===== src/rtl/psram_pkg.sv =====
// psram_pkg: shared FSM state and requester types for the PSRAM command scheduler
package psram_pkg;
  typedef enum logic [1:0] {IDLE, ISSUE, WAIT, GAP} state_t;
  typedef enum logic {REQ_RD, REQ_WR} req_t;
endpackage


===== src/rtl/psram_chunk_calc.sv =====
// psram_chunk_calc: chunk length = min(remaining, bytes left in page, tCEM limit)
module psram_chunk_calc #(
  parameter int LEN_W      = 12,
  parameter int PAGE_BYTES = 1024,
  localparam int PW        = $clog2(PAGE_BYTES),
  localparam int CW        = LEN_W + 1
) (
  input  logic [PW-1:0]    offs,
  input  logic [CW-1:0]    rem,
  input  logic [LEN_W-1:0] cmax,
  output logic [CW-1:0]    chunk
);
  logic [CW-1:0] page_left, max_len, lim;
  assign page_left = CW'(PAGE_BYTES) - CW'(offs);
  assign max_len   = CW'(cmax) + CW'(1);
  assign lim       = page_left < max_len ? page_left : max_len;
  assign chunk     = rem < lim ? rem : lim;
endmodule


===== src/rtl/psram_cmd_sched.sv =====
// psram_cmd_sched: arbitrates rd/wr requests and issues page/tCEM-legal chunks with tCPH gaps
module psram_cmd_sched
  import psram_pkg::*;
#(
  parameter int ADDR_W     = 32,
  parameter int LEN_W      = 12,
  parameter int PAGE_BYTES = 1024,
  parameter int GAP_W      = 4
) (
  input  logic              clk_i,
  input  logic              rst_i,
  input  logic [LEN_W-1:0]  cfg_max_i,
  input  logic [GAP_W-1:0]  cfg_gap_i,
  input  logic              rd_req_valid_i,
  output logic              rd_req_ready_o,
  input  logic [ADDR_W-1:0] rd_req_addr_i,
  input  logic [LEN_W-1:0]  rd_req_len_i,
  output logic              rd_done_o,
  input  logic              wr_req_valid_i,
  output logic              wr_req_ready_o,
  input  logic [ADDR_W-1:0] wr_req_addr_i,
  input  logic [LEN_W-1:0]  wr_req_len_i,
  output logic              wr_done_o,
  output logic              cmd_valid_o,
  input  logic              cmd_ready_i,
  output logic              cmd_we_o,
  output logic [ADDR_W-1:0] cmd_addr_o,
  output logic [LEN_W-1:0]  cmd_len_o,
  input  logic              phy_done_i,
  output logic              busy_o
);
  localparam int CW = LEN_W + 1;
  localparam int PW = $clog2(PAGE_BYTES);
  state_t            state, state_nxt;
  req_t              rr;
  logic [ADDR_W-1:0] addr;
  logic [CW-1:0]     rem, chunk;
  logic [LEN_W-1:0]  cmax;
  logic [GAP_W-1:0]  gap;
  logic              we, rd_gnt, wr_gnt, last;
  assign rd_gnt = state == IDLE && rd_req_valid_i && (!wr_req_valid_i || rr == REQ_RD);
  assign wr_gnt = state == IDLE && wr_req_valid_i && (!rd_req_valid_i || rr == REQ_WR);
  psram_chunk_calc #(.LEN_W(LEN_W), .PAGE_BYTES(PAGE_BYTES)) u_calc (
    .offs (addr[PW-1:0]),
    .rem  (rem),
    .cmax (cmax),
    .chunk(chunk)
  );
  // state register
  always_ff @(posedge clk_i)
    state <= rst_i ? IDLE : state_nxt;
  // next-state logic
  always_comb begin
    state_nxt = state;
    case (state)
      IDLE:    state_nxt = rd_gnt || wr_gnt ? ISSUE : IDLE;
      ISSUE:   state_nxt = cmd_ready_i ? WAIT : ISSUE;
      WAIT:    state_nxt = phy_done_i ? GAP : WAIT;
      default: state_nxt = gap != '0 ? GAP : rem != '0 ? ISSUE : IDLE;
    endcase
  end
  // request context: latched on accept, advanced per completed chunk, gap countdown
  always_ff @(posedge clk_i) begin
    if (rst_i) begin
      addr <= '0;
      rem  <= '0;
      we   <= 1'b0;
      cmax <= '0;
      gap  <= '0;
      rr   <= REQ_RD;
    end else begin
      if (rd_gnt || wr_gnt) begin
        addr <= wr_gnt ? wr_req_addr_i : rd_req_addr_i;
        rem  <= CW'(wr_gnt ? wr_req_len_i : rd_req_len_i) + CW'(1);
        we   <= wr_gnt;
        cmax <= cfg_max_i;
        rr   <= wr_gnt ? REQ_RD : REQ_WR;
      end
      if (state == WAIT && phy_done_i) begin
        addr <= addr + ADDR_W'(chunk);
        rem  <= rem - chunk;
        gap  <= cfg_gap_i;
      end
      if (state == GAP && gap != '0) gap <= gap - 1'b1;
    end
  end
  // outputs decoded from state and registered context
  always_comb begin
    last           = state == GAP && gap == '0 && rem == '0;
    rd_req_ready_o = rd_gnt;
    wr_req_ready_o = wr_gnt;
    cmd_valid_o    = state == ISSUE;
    cmd_we_o       = state == ISSUE && we;
    cmd_addr_o     = state == ISSUE ? addr : '0;
    cmd_len_o      = state == ISSUE ? LEN_W'(chunk - CW'(1)) : '0;
    rd_done_o      = last && !we;
    wr_done_o      = last && we;
    busy_o         = state != IDLE;
  end
endmodule


===== config.mk =====
export PLATFORM = sky130hd
export DESIGN_NAME = psram_cmd_sched
export DESIGN_NICKNAME = d
export VERILOG_FILES = /design/src/rtl/psram_pkg.sv /design/src/rtl/psram_chunk_calc.sv /design/src/rtl/psram_cmd_sched.sv
export SDC_FILE = /design/constraint.sdc
export NUM_CORES = 1
export LEC_CHECK = 0
export CORE_MARGIN = 1
export CORE_UTILIZATION = 35
export CTS_CLUSTER_SIZE = 30
export DETAILED_ROUTE_END_ITERATION = 10
export PLACE_DENSITY = 0.61
export SLEW_MARGIN = 20
export SYNTH_ARGS = -nofsm -noshare
export SYNTH_HDL_FRONTEND = slang
export SYNTH_SLANG_ARGS = --single-unit

===== constraint.sdc =====
create_clock -name clk_i -period 11.5 [get_ports clk_i]
set_clock_uncertainty 0.1 [all_clocks]
set_input_delay 2.3 -clock clk_i [delete_from_list [all_inputs] [get_ports clk_i]]
set_output_delay 2.3 -clock clk_i [all_outputs]
set_load 0.1 [all_outputs]

==> results of run 1 <==
==> layer usage <==
layer | GRT usage | vias to the layer above | wire [um] | part of all wire
met3 | 0.0486 | 18 | 1460 | 0.063
li1 | - | 3801 | - | -
met4 | 0.0566 | 0 | 267 | 0.011
met1 | 0.302 | 3480 | 10700 | 0.46
met2 | 0.384 | 220 | 10900 | 0.47
met5 | 0 | - | 0 | 0
==> synth_stat cells (all sizes together), types with 8 or more instances <==
cell type,number,share of area
buf,13,0.0091
nor3,27,0.023
nand2b,10,0.0090
or4,9,0.010
a21oi,99,0.071
a211oi,23,0.026
o211ai,16,0.017
clkbuf,41,0.022
nand2,167,0.091
nor4,11,0.012
a31oi,13,0.012
xnor2,31,0.041
ha,46,0.082
or2,8,0.0075
and3,12,0.011
o21ai,29,0.021
mux2,8,0.013
a21o,14,0.015
and2,36,0.032
dfxtp,65,0.19
mux2i,16,0.023
xor2,27,0.034
inv,45,0.024
nand3,44,0.032
nor2,79,0.042
==> worst min path at each step <==
stage               startpoint     end  slack [ns]
floorplan               gap[3]  gap[3]        0.35
global placement        gap[3]  gap[3]        0.37
detailed placement      gap[3]  gap[3]        0.37
CTS                     gap[3]  gap[3]        0.38
global route            gap[3]  gap[3]        0.40
finish                  gap[3]  gap[3]        0.37
==> where the power goes <==
group          total, mW  internal [mW]  switching [mW]
clock              0.270          0.166           0.104
combinational       1.07          0.390           0.679
sequential         0.308          0.254          0.0534
==> sequential cells by signal, indices dropped and copies added, names as in the netlist <==
signal and cells:
state 2, cmax 12, rem 13, we 1, addr 32, gap 4, rr 1
==> stage by stage <==
stage          instance area (um^2)  power [mW]
2_1_floorplan                  6990        1.11
3_3_place_gp                   8770        1.38
3_5_place_dp                   8770        1.38
4_1_cts                        9040        1.65
5_1_grt                        9040        1.78
6_report                       9040        1.65
==> cell families after synthesis <==
group	after synthesis
and+or+nand+nor	440
AOI/OAI and AO/OA	260
buffers and inverters	102
DFF	65
xor gates and xnor gates	58
adders and majority gates	48
muxes	24
other	1
==> critical path, cell delays in order, from the launching register on <==
cell,delay [ns]
dfxtp_1,0.38
inv_1,0.16
ha_1,0.22
or4b_1,0.59
nor3_1,0.31
ha_1,0.23
nand4_1,0.10
mux2i_1,0.33
nand2_1,0.20
o41a_4,0.56
nand2_4,0.20
nor2_1,0.06
a21oi_1,0.35
inv_1,0.13
ha_1,0.31
and4_1,0.25
nand3_1,0.11
or3_1,0.31
a211oi_1,0.22
nor2_1,0.11
o41ai_4,0.29
nor3_4,0.07
buf_4,0.27
or4b_1,0.55
a21oi_1,0.19
clkdlybuf4s50_1,1.17
==> layout make-up <==
class	count	area, um^2	area share
flip-flops and latches	65	1300	0.144
repair buffers	168	1640	0.182
well taps	265	332	0.0367
clock inverters	4	45.0	0.00498
inverters	48	180	0.0199
multi-input cells	832	5310	0.587
clock buffers	11	233	0.0257
==> qor.csv, run 1 <==
metric,value,unit
wire_per_inst,16.8,um
drtIter0Drc,403,
clk_path_buf_depth,2,
antenna_cells,0,
synth_seq_cells,65,
post_cts_resized,0,
dieArea,20500,um^2
startpoint_type,register,
endpoint_kind,primary output,
synth-edff-count,0,
cts.sinks,65,
fillers,2063,
synth_area,6980,um^2
clock.fmax,95.9,MHz
final_max_slew_viol_count,0,
synthAdderAreaFrac,0.0882,
cts_max_level,3,
setup_ws,1.08,ns
status,finished clean,
grt_max_degree,59,
pre_cts_ws,1.44,ns
timing.final.crit_share,0.906,
power_leakage,3.65,nW
powerDensity,182,nW/um^2
rows,51,
cts-root-buf,clkbuf_16,
rsz0062_at_grt,no,
hp-class,register to register,
antenna_found_initial,0,
async_reset_ff_frac,0,
grt_pass1_vias,6907,
stdcell_count,1393,
synth-xor-area-share,0.0749,
syn2layout_area_growth,29.6,%
post-cts-setup-buffers,0,
cts_made_buffers,9,
ios,161,
dp.cells,1378,
arrival,8.02,ns
clk_pin_slew,0.05,ns
die_w,143,um
synth_compound_gate_area_share,0.250,
finalHoldViolCount,0,
required,9.10,ns
port-buffer-count,160,
tns,0,ns
synth_warnings,0,
avgSynthCellArea,7.00,um^2
worst_slew_pin_slew,1.03,ns
antenna_left,0,
drc,0,
final_cell_mix,"nand2_1 (166), clkdlybuf4s50_1 (154), a21oi_1 (99)",
cp-startpoint,addr[0],
ir_worst_vdd,0.0880,mV
routed_wl,23300,um
drt_first_pass_iters,5,
clk_latency,0.34,ns
r2r-end,addr[31],
synth_top_flop_cell,dfxtp_1,
worstHoldPathCells,2,
setup-violations-final,0,
cts_tree,built,
cts_hold_buf,0,
worstPathMaxFanout,42,
synth-simple-area-share,0.307,
track_usage,0.231,
start_util,0.358,
slew_headroom,0.311,
endpoint,cmd_len_o[11],
dpl.hpwl,17700,um
synth_top_family_by_area,simple AND/OR/NAND/NOR gates,
grt-ovfl-total,0,
utilization,0.463,
die-height,143,um
period_needed,10.42,ns
r2r-start,addr[0],
synth.area.mux_share,0.0358,
r2r_slack,2.43,ns
crit_type,register to primary output,
routed_via_density,5.40,
reg2reg_depth,34,
syn_inst,998,
fin_nets,1282,
core,19500,um^2
maxCapViolations,0,
holdWs,0.374,ns
grt_pass1_wl,36700,um
ys_seq_area_frac,0.186,
drive_above_1_share,0.0585,
place_congestion,0.915,
ys_types,75,
final_common_cell,nand2_1,
vias,7519,
No activity file was read; power rests on OpenSTA's default activity.
==> inputs of run 2 (changes only) <==
- CTS_CLUSTER_DIAMETER: unset -> 40
==> results of run 2 <==
No change in the layout: final DEF, timing and power equal those of run 1.
